<file path="src/rtl/ins_fetcher.sv">
`default_nettype none
// ============================================================================
// Module   : ins_fetcher
// Brief    : Instruction-fetch stage. Holds the PC, fetches one 32-bit word
//            at a time from the instruction cache, pre-decodes control flow,
//            queries the branch predictor for conditional branches and hands
//            one instruction per handshake to the decoder. Redirects on
//            predictor flush or JALR resolution.
// Revision : 1.0 - initial release
// ============================================================================
module ins_fetcher #(
    parameter logic [31:0] RESET_PC = 32'h0
) (
    input  logic        clk,
    input  logic        rst,
    input  logic        rdy,
    output logic        icache_req,
    output logic [31:0] icache_addr,
    input  logic        icache_rdy,
    input  logic [31:0] icache_ins,
    output logic        ask_predictor,
    output logic [31:0] now_ins_addr,
    output logic [31:0] jump_addr_from_if,
    output logic [31:0] next_addr_from_if,
    input  logic        jump,
    input  logic        predictor_sgn_rdy,
    input  logic        predictor_full,
    input  logic        if_flush,
    input  logic [31:0] addr_to_if,
    input  logic        jalr_done,
    input  logic [31:0] jalr_target,
    input  logic        dec_full,
    output logic        ins_valid,
    output logic [31:0] ins_out,
    output logic [31:0] ins_pc,
    output logic        ins_pred_jump
);

    typedef enum logic [2:0] {
        S_FETCH     = 3'd0,
        S_WAIT_IC   = 3'd1,
        S_ASK       = 3'd2,
        S_WAIT_PRED = 3'd3,
        S_ISSUE     = 3'd4,
        S_WAIT_JALR = 3'd5
    } state_t;

    localparam logic [6:0] c_OP_BRANCH = 7'b1100011;
    localparam logic [6:0] c_OP_JAL    = 7'b1101111;
    localparam logic [6:0] c_OP_JALR   = 7'b1100111;

    state_t      r_state,        w_state;
    logic [31:0] r_pc,           w_pc;
    logic [31:0] r_npc,          w_npc;
    logic [31:0] r_ins,          w_ins;
    logic        r_pred,         w_pred;
    logic        r_is_jalr,      w_is_jalr;
    logic        r_drop,         w_drop;
    logic        r_icache_req,   w_icache_req;
    logic [31:0] r_icache_addr,  w_icache_addr;
    logic        r_ask,          w_ask;
    logic [31:0] r_now_addr,     w_now_addr;
    logic [31:0] r_jump_addr,    w_jump_addr;
    logic [31:0] r_next_addr,    w_next_addr;
    logic        r_ins_valid,    w_ins_valid;
    logic [31:0] r_ins_out,      w_ins_out;
    logic [31:0] r_ins_pc,       w_ins_pc;
    logic        r_ins_pred,     w_ins_pred;

    // J-immediate comes from the word arriving from the cache (decoded on
    // arrival); B-immediate from the latched word (used in ASK/WAIT_PRED).
    logic [31:0] w_j_imm;
    logic [31:0] w_b_imm;
    logic [31:0] w_pc_plus4;
    logic [31:0] w_br_target;

    assign w_j_imm     = {{12{icache_ins[31]}}, icache_ins[19:12], icache_ins[20],
                          icache_ins[30:21], 1'b0};
    assign w_b_imm     = {{20{r_ins[31]}}, r_ins[7], r_ins[30:25], r_ins[11:8], 1'b0};
    assign w_pc_plus4  = r_pc + 32'd4;
    assign w_br_target = r_pc + w_b_imm;

    // Next-state and next-output computation; everything holds while rdy=0
    always_comb begin
        w_state       = r_state;
        w_pc          = r_pc;
        w_npc         = r_npc;
        w_ins         = r_ins;
        w_pred        = r_pred;
        w_is_jalr     = r_is_jalr;
        w_drop        = r_drop;
        w_icache_req  = r_icache_req;
        w_icache_addr = r_icache_addr;
        w_ask         = r_ask;
        w_now_addr    = r_now_addr;
        w_jump_addr   = r_jump_addr;
        w_next_addr   = r_next_addr;
        w_ins_valid   = r_ins_valid;
        w_ins_out     = r_ins_out;
        w_ins_pc      = r_ins_pc;
        w_ins_pred    = r_ins_pred;

        if (rdy) begin
            // Query and issue strobes are single-cycle pulses
            w_ask       = 1'b0;
            w_ins_valid = 1'b0;

            if (if_flush) begin
                w_pc         = addr_to_if;
                w_state      = S_FETCH;
                w_icache_req = 1'b0;
                w_is_jalr    = 1'b0;
                w_pred       = 1'b0;
                // A request still outstanding at the cache will answer later;
                // that answer belongs to the old path and must be swallowed.
                if (r_state == S_WAIT_IC && !icache_rdy) begin
                    w_drop = 1'b1;
                end else if (r_state == S_FETCH && r_drop && icache_rdy) begin
                    w_drop = 1'b0;
                end
            end else begin
                case (r_state)
                    S_FETCH: begin
                        if (r_drop) begin
                            if (icache_rdy) begin
                                w_drop = 1'b0;
                            end
                        end else if (!dec_full) begin
                            w_icache_req  = 1'b1;
                            w_icache_addr = r_pc;
                            w_state       = S_WAIT_IC;
                        end
                    end
                    S_WAIT_IC: begin
                        if (icache_rdy) begin
                            w_icache_req = 1'b0;
                            w_ins        = icache_ins;
                            w_is_jalr    = 1'b0;
                            w_pred       = 1'b0;
                            w_state      = S_ISSUE;
                            case (icache_ins[6:0])
                                c_OP_BRANCH: w_state   = S_ASK;
                                c_OP_JAL: begin
                                    w_pred = 1'b1;
                                    w_npc  = r_pc + w_j_imm;
                                end
                                c_OP_JALR:   w_is_jalr = 1'b1;
                                default:     w_npc     = w_pc_plus4;
                            endcase
                        end
                    end
                    S_ASK: begin
                        if (!predictor_full) begin
                            w_ask       = 1'b1;
                            w_now_addr  = r_pc;
                            w_jump_addr = w_br_target;
                            w_next_addr = w_pc_plus4;
                            w_state     = S_WAIT_PRED;
                        end
                    end
                    S_WAIT_PRED: begin
                        if (predictor_sgn_rdy) begin
                            w_pred  = jump;
                            w_npc   = jump ? w_br_target : w_pc_plus4;
                            w_state = S_ISSUE;
                        end
                    end
                    S_ISSUE: begin
                        if (!dec_full) begin
                            w_ins_valid = 1'b1;
                            w_ins_out   = r_ins;
                            w_ins_pc    = r_pc;
                            w_ins_pred  = r_pred;
                            if (r_is_jalr) begin
                                w_state = S_WAIT_JALR;
                            end else begin
                                w_pc    = r_npc;
                                w_state = S_FETCH;
                            end
                        end
                    end
                    S_WAIT_JALR: begin
                        if (jalr_done) begin
                            w_pc      = jalr_target;
                            w_is_jalr = 1'b0;
                            w_state   = S_FETCH;
                        end
                    end
                    default: w_state = S_FETCH;
                endcase
            end
        end
    end

    // State and output registers with asynchronous active-low reset
    always_ff @(posedge clk or negedge rst) begin
        if (!rst) begin
            r_state       <= S_FETCH;
            r_pc          <= RESET_PC;
            r_npc         <= 32'h0;
            r_ins         <= 32'h0;
            r_pred        <= 1'b0;
            r_is_jalr     <= 1'b0;
            r_drop        <= 1'b0;
            r_icache_req  <= 1'b0;
            r_icache_addr <= 32'h0;
            r_ask         <= 1'b0;
            r_now_addr    <= 32'h0;
            r_jump_addr   <= 32'h0;
            r_next_addr   <= 32'h0;
            r_ins_valid   <= 1'b0;
            r_ins_out     <= 32'h0;
            r_ins_pc      <= 32'h0;
            r_ins_pred    <= 1'b0;
        end else begin
            r_state       <= w_state;
            r_pc          <= w_pc;
            r_npc         <= w_npc;
            r_ins         <= w_ins;
            r_pred        <= w_pred;
            r_is_jalr     <= w_is_jalr;
            r_drop        <= w_drop;
            r_icache_req  <= w_icache_req;
            r_icache_addr <= w_icache_addr;
            r_ask         <= w_ask;
            r_now_addr    <= w_now_addr;
            r_jump_addr   <= w_jump_addr;
            r_next_addr   <= w_next_addr;
            r_ins_valid   <= w_ins_valid;
            r_ins_out     <= w_ins_out;
            r_ins_pc      <= w_ins_pc;
            r_ins_pred    <= w_ins_pred;
        end
    end

    assign icache_req        = r_icache_req;
    assign icache_addr       = r_icache_addr;
    assign ask_predictor     = r_ask;
    assign now_ins_addr      = r_now_addr;
    assign jump_addr_from_if = r_jump_addr;
    assign next_addr_from_if = r_next_addr;
    assign ins_valid         = r_ins_valid;
    assign ins_out           = r_ins_out;
    assign ins_pc            = r_ins_pc;
    assign ins_pred_jump     = r_ins_pred;

endmodule
`default_nettype wire

</file>
<file path="config.mk">
export PLATFORM = sky130hd
export DESIGN_NAME = ins_fetcher
export DESIGN_NICKNAME = d
export VERILOG_FILES = /design/src/rtl/ins_fetcher.sv
export SDC_FILE = /design/constraint.sdc
export NUM_CORES = 1
export LEC_CHECK = 0
export BUFFER_PORTS_ARGS = -buffer_cell sky130_fd_sc_hd__buf_4
export CAP_MARGIN = 40
export CORE_MARGIN = 5
export CORE_UTILIZATION = 40
export CTS_CLUSTER_SIZE = 10
export DETAILED_ROUTE_END_ITERATION = 10
export PLACE_DENSITY = 0.67
export SLEW_MARGIN = 15
export SYNTH_ARGS = -nofsm -noshare
export SYNTH_HDL_FRONTEND = slang
export SYNTH_SLANG_ARGS = --single-unit
</file>
<file path="constraint.sdc">
create_clock -name clk -period 4.1 [get_ports clk]
set_input_delay 0.82 -clock clk [delete_from_list [all_inputs] [get_ports clk]]
set_output_delay 0.82 -clock clk [all_outputs]
set_load 0.005 [all_outputs]
</file>
# Word-level counts from Yosys, hierarchy flattened
# Index checks and enable logic that the tools add are counted.
# word_totals
latchBits,0
ff_bits,298
memories,0
input_bits,106
rom_bits,0
output_inout_bits,196
ram_bits,0
# op_classes
eq_ne,20
mul,0
magnitude_cmp,0
n_addsub,3
n_mux,48
n_reduce_logical,23
div,0
n_shift,0
bitwise,4
# ops
operator,count
$mux W32,7
$pmux W32 S2,3
$add A32 B32 Y32,2
$add A32 B3 Y32 const B,1
$mux W3,10
$mux W1,24
$ne A3 B3 Y1 const B,8
$eq A7 B7 Y1 const B,3
$reduce_and A4 Y1,5
$pmux W3 S6,1
$reduce_and A5 Y1,3
$reduce_bool A3 Y1,4
$reduce_and A8 Y1,1
$eq A3 B2 Y1 const B,2
$eq A3 B3 Y1 const B,2
$ne A2 B2 Y1 const B,3
$pmux W1 S2,3
$reduce_and A6 Y1,1
$not A1 Y1,4
$reduce_bool A2 Y1,2
$eq A3 B1 Y1 const B,1
$logic_and A1 B1 Y1,3
$logic_not A3 Y1,1
$ne A3 B1 Y1 const B,1
3 further kinds,3

# Logic depth before layout (Yosys ltp)
# depth
word_depth,6
mapped_depth,12
ltp_nobuf,12

# Least setup slack after synthesis
# Ideal clock, no wire load.
# synth_path
path_kind,in2reg
startpoint,input icache_ins[21]
endpoint,register r_npc[31]
path_buffers,0
path_stages,12
slack_ns,0.851
t_arrival_ns,3.175
path_cell_list,ha_1 > inv_1 > fa_1 > nand2b_1 > a21o_1 > a311oi_1 > o21ai_1 > o41ai_2 > nand3b_1 > a31oi_1 > mux2_2 > o21ai_2
# synth_between
elab_chain_len,4
# synth_lines
element,line,source
"start, declared",20,"input logic [31:0] icache_ins,"
$add A32 B32 Y32,145,w_npc = r_pc + w_j_imm;
$pmux W32 S2,141,case (icache_ins[6:0])
$mux W32,135,if (icache_rdy) begin
$pmux W32 S2,122,case (r_state)
"end signal, assigned",218,r_npc <= w_npc;
"end, declared",54,"logic [31:0] r_npc, w_npc;"
# Every way passes these cells. The select of a mux whose other input is x is not followed.
# A chain may end at the register's enable or synchronous reset.

# Worst setup path in the final report
# layout_path
startpoint,register r_ins[31]
endpoint,register r_npc[28]
# layout_between
elab_chain_len,4
# layout_lines
element,line,source
"start, declared",55,"logic [31:0] r_ins, w_ins;"
"start signal, assigned",219,r_ins <= w_ins;
$add A32 B32 Y32,81,assign w_br_target = r_pc + w_b_imm;
$mux W32,164,w_npc = jump ? w_br_target : w_pc_plus4;
$mux W32,162,if (predictor_sgn_rdy) begin
$pmux W32 S2,122,
# Every way passes these cells. The select of a mux whose other input is x is not followed.

==> summary.md <==
| Metric | Value |
|---|---|
| Distinct cell type count after synthesis | `74` |
| Total of cells resized after clock tree synthesis | `0` |
| Fraction of final layout cells sized beyond drive strength 1 | `0.267` |
| Final max-slew violation count | `0` |
| CP Max Fanout | `13` |
| Final cell area excluding filler cells | `20000 um^2` |
| Worst flop-to-flop path endpoint | `r_npc[28]` |
| Layout Nets | `2175` |
| Total vias in the final route | `14200` |
| Required time reported for the critical path endpoint | `4.56 ns` |
| Post-route DRC | `0` |
| Antenna violations before repair | `0` |
| Starting utilization of the core area | `0.404` |
| Biggest area contributors in the synthesized netlist | `sky130_fd_sc_hd__dfrtp_1, sky130_fd_sc_hd__mux2_2, sky130_fd_sc_hd__nand2_1, sky130_fd_sc_hd__ha_1, sky130_fd_sc_hd__a21oi_1` |
| Count of endpoints failing setup in the final report | `0` |
| Mean number of vias per cell | `5.59` |
| H-Tree Level Count | `2` |
| WP data arrival | `3.90 ns` |
| Share of the synthesized area in the top cell type | `0.461` |
| Max Buffers Root-to-Sink | `3` |
| Register bit count reported by yosys | `295` |
| Endpoint kind of the worst setup timing path | `flip-flop` |
| Launch point of the worst reg-to-reg path | `r_ins[31]` |
| Nets in the synthesized netlist | `1894` |
| Area inside the core boundary | `39600 um^2` |
| GRT Util Overall | `0.253` |
| CP Class | `reg -> reg` |
| Category of the worst setup path launch point | `flip-flop` |
| Max frequency | `0.290 GHz` |
| Post-synthesis sequential area ratio | `0.461` |
| Actual transition at the worst max-transition pin | `0.867 ns` |
| Clock slew at the register clock pins of the worst setup and hold paths | `0.06 ns` |
| CTS root buf | `sky130_fd_sc_hd__clkbuf_16` |
| Combined area of all synthesized cells | `16000 um^2` |
| Primary FF master, synth | `sky130_fd_sc_hd__dfrtp_1` |
| Worst slack at placement | `0.398 ns` |
| Register-to-Register Setup Slack | `0.66 ns` |
| Cells on worst reg2reg path | `10` |
| First-pass GRT wire length | `87200 um` |
| Die area | `44100 um^2` |
| # hold bufs at CTS | `0` |
| Status | `completed` |
| Synthesis Warnings | `0` |
| Endpoint of the most critical setup path | `r_npc[28]` |
| Crit path setup slack, layout | `0.657 ns` |
| Hold violation count in the final report | `0` |
| Residual antenna-violating net count after detailed routing | `0` |
| Diodes inserted | `0` |
| Mean instance size in the synthesized netlist | `9.27 um^2` |
| Placed wire-length estimate after detailed placement | `41800 um` |
| Area growth syn-to-layout | `24.9%` |
| Maximum number of pins on one net before global-route repair | `108` |
| FP Rows | `73` |
| Number of DRC markers after the initial detailed-route iteration | `1093` |
| Clock buffers created by TritonCTS | `37` |
| Final critical-path required period | `3.44 ns` |
| Setup Total Neg Slack | `0 ns` |
| Count of buffers added by post-CTS timing repair for setup | `0` |
| DRT Pass-1 Iters | `5` |
| Post-synthesis cell count | `1725` |
| Leakage | `9.74 nW` |
| Timing startpoint of the critical path | `r_ins[31]` |
| I/O pins | `302` |
| Overall die height | `210 um` |
| Via count of the first global-routing pass | `14500` |
| Final setup skew | `0.0106 ns` |
| Detailed-route wire length per cell | `22.4 um` |
| Number of clock sinks seen by CTS | `295` |
| Worst max-slew margin expressed relative to the limit | `0.420` |
| Final standard cell count with taps included and fillers excluded | `2539` |
| Number of cells in the design after placement | `2492` |
| Die extent in x | `210 um` |
| Number of port buffers | `301` |
| Gp weighted congestion | `0.907` |
| Hold crit path type | `in -> async` |
| Max IR drop VDD | `0.339 mV` |
| TritonCTS clock tree | `done` |
| Async set or reset register ratio after synthesis | `1.00` |
| Overall routed net length | `56800 um` |
| Fraction of the cycle the final worst path needs | `0.840` |
| Total overflow reported by the global router | `0` |
| Clock latency at the later pin of the worst-skew pair | `0.54 ns` |
| Number of flops mapped to enable cells by yosys | `0` |
| Unrepaired setup endpoints after global routing | `false` |
| PD cells | `633 nW/um^2` |
| Max cap viols | `0` |
| Cell area after placement | `19000 um^2` |
| Largest area contributor in the netlist | `sky130_fd_sc_hd__dfrtp_1` |
[layout make-up]
| cell class | count | area, um^2 |
|---|---|---|
| multi-input combinational | 1294 | 8120 |
| clock inverter | 6 | 55.1 |
| tap | 525 | 657 |
| inverter | 33 | 124 |
| clock buffer | 41 | 961 |
| fill | 3687 | 19700 |
| timing repair buffer | 345 | 2690 |
| sequential | 295 | 7380 |
[registers in the layout, summed over array words and instances, names as in the netlist, 30 cells and up]
name               flops
now_ins_addr          32
r_npc                 32
icache_addr           32
r_pc                  32
jump_addr_from_if     31
ins_out               32
next_addr_from_if     30
ins_pc                32
r_ins                 32
[synthesized netlist by cell type, types with 3 or more instances]
| cell type | n |
|---|---|
| sky130_fd_sc_hd__clkbuf_1 | 91 |
| sky130_fd_sc_hd__o21a_1 | 11 |
| sky130_fd_sc_hd__nor4_1 | 5 |
| sky130_fd_sc_hd__nand3_1 | 62 |
| sky130_fd_sc_hd__o211ai_1 | 7 |
| sky130_fd_sc_hd__a21o_1 | 19 |
| sky130_fd_sc_hd__and3_1 | 20 |
| sky130_fd_sc_hd__a21oi_1 | 139 |
| sky130_fd_sc_hd__o21ai_1 | 6 |
| sky130_fd_sc_hd__buf_4 | 3 |
| sky130_fd_sc_hd__a221oi_1 | 7 |
| sky130_fd_sc_hd__inv_1 | 33 |
| sky130_fd_sc_hd__nor3_1 | 15 |
| sky130_fd_sc_hd__mux2_2 | 124 |
| sky130_fd_sc_hd__nand4_1 | 20 |
| sky130_fd_sc_hd__nor2b_1 | 8 |
| sky130_fd_sc_hd__a211oi_1 | 11 |
| sky130_fd_sc_hd__xnor2_1 | 50 |
| sky130_fd_sc_hd__a21boi_0 | 4 |
| sky130_fd_sc_hd__o221ai_1 | 5 |
| sky130_fd_sc_hd__a31oi_1 | 10 |
| sky130_fd_sc_hd__nor2_1 | 74 |
| sky130_fd_sc_hd__ha_1 | 61 |
| sky130_fd_sc_hd__xor2_1 | 32 |
| sky130_fd_sc_hd__or2_2 | 3 |
| sky130_fd_sc_hd__or3_1 | 5 |
| sky130_fd_sc_hd__o31ai_1 | 3 |
| sky130_fd_sc_hd__dfrtp_1 | 295 |
| sky130_fd_sc_hd__nand2_1 | 367 |
| sky130_fd_sc_hd__and4_1 | 4 |
| sky130_fd_sc_hd__o22ai_1 | 17 |
| sky130_fd_sc_hd__nand3b_1 | 5 |
| sky130_fd_sc_hd__and2_1 | 3 |
| sky130_fd_sc_hd__o21bai_1 | 4 |
| sky130_fd_sc_hd__buf_2 | 7 |
| sky130_fd_sc_hd__nand2b_1 | 8 |
| sky130_fd_sc_hd__o21ai_0 | 138 |
[how the worst min path moves through the flow]
stage / start / to / slack (ns) / cells past startpoint
after floorplan: r_npc[4] / r_npc[4] / 0.44 / 2
after global placement: r_npc[4] / r_npc[4] / 0.45 / 2
after detailed placement: r_npc[0] / r_npc[0] / 0.46 / 2
after CTS: rst / jump_addr_from_if[8] / 0.36 / 1
after global routing: rst / r_ins[22] / 0.42 / 1
final: rst / ins_out[24] / 0.36 / 1
[where the power goes]
group / switching (mW) / internal, mW
Clock: 1.20 / 1.71
Sequential: 0.642 / 3.61
Combinational: 3.20 / 2.31
Total: 5.04 / 7.62
[cell families after synthesis]
family,count (synthesis),share of synthesized area
multiplexers,126,0.0885
AO/OA/AOI/OAI,418,0.158
flip-flops,295,0.461
AND/OR/NAND/NOR,605,0.164
adder cells (fa/ha/maj),63,0.0502
XOR/XNOR,82,0.0449
buffers and inverters,136,0.0332
[worst max-delay path, stage by stage, from the launching register on]
cell                        delay, ns
sky130_fd_sc_hd__dfrtp_1         0.75
sky130_fd_sc_hd__ha_1            0.37
sky130_fd_sc_hd__a21oi_1         0.28
sky130_fd_sc_hd__o21ai_0         0.16
sky130_fd_sc_hd__a221oi_1        0.37
sky130_fd_sc_hd__a31oi_1         0.27
sky130_fd_sc_hd__a2111oi_0       0.51
sky130_fd_sc_hd__nor3_1          0.13
sky130_fd_sc_hd__xor2_1          0.26
sky130_fd_sc_hd__nand2_1         0.09
sky130_fd_sc_hd__a31oi_1         0.16
[layer usage]
layer / global-route usage / routed length [um] / part of all wire
met1: 0.348 / 24900 / 0.44
met2: 0.403 / 26000 / 0.46
met3: 0.0563 / 4150 / 0.073
met4: 0.0794 / 1770 / 0.031
met5: 0 / 0 / 0
[cell usage in the layout (no fill, tap or decap), types with 7 or more instances in the layout]
master	instances
sky130_fd_sc_hd__nand2_1	367
sky130_fd_sc_hd__nand3_1	60
sky130_fd_sc_hd__xnor2_1	50
sky130_fd_sc_hd__inv_1	33
sky130_fd_sc_hd__o21a_1	11
sky130_fd_sc_hd__nand4_1	20
sky130_fd_sc_hd__a211oi_1	11
sky130_fd_sc_hd__mux2_2	124
sky130_fd_sc_hd__a221oi_1	7
sky130_fd_sc_hd__xor2_1	32
sky130_fd_sc_hd__nor2b_1	8
sky130_fd_sc_hd__clkbuf_16	37
sky130_fd_sc_hd__o22ai_1	17
sky130_fd_sc_hd__nand2b_1	8
sky130_fd_sc_hd__dfrtp_1	295
sky130_fd_sc_hd__nor2_1	73
sky130_fd_sc_hd__buf_12	7
sky130_fd_sc_hd__nor3_1	15
sky130_fd_sc_hd__o21ai_0	138
sky130_fd_sc_hd__ha_1	61
sky130_fd_sc_hd__and3_1	19
sky130_fd_sc_hd__o211ai_1	7
sky130_fd_sc_hd__a21o_1	19
sky130_fd_sc_hd__buf_4	337
sky130_fd_sc_hd__a31oi_1	10
sky130_fd_sc_hd__a21oi_1	139
[per-stage QoR]
stage / util / total power, mW / hold slack [ns]
after floorplan: - / 7.52 / 0.439
after global placement: 0.479 / 9.62 / 0.454
after detailed placement: 0.479 / 9.72 / 0.462
after CTS: 0.504 / 12.7 / 0.363
after global routing: 0.504 / 13.4 / 0.418
final: 0.504 / 12.7 / 0.358
Power figures use the tool's default switching activity.
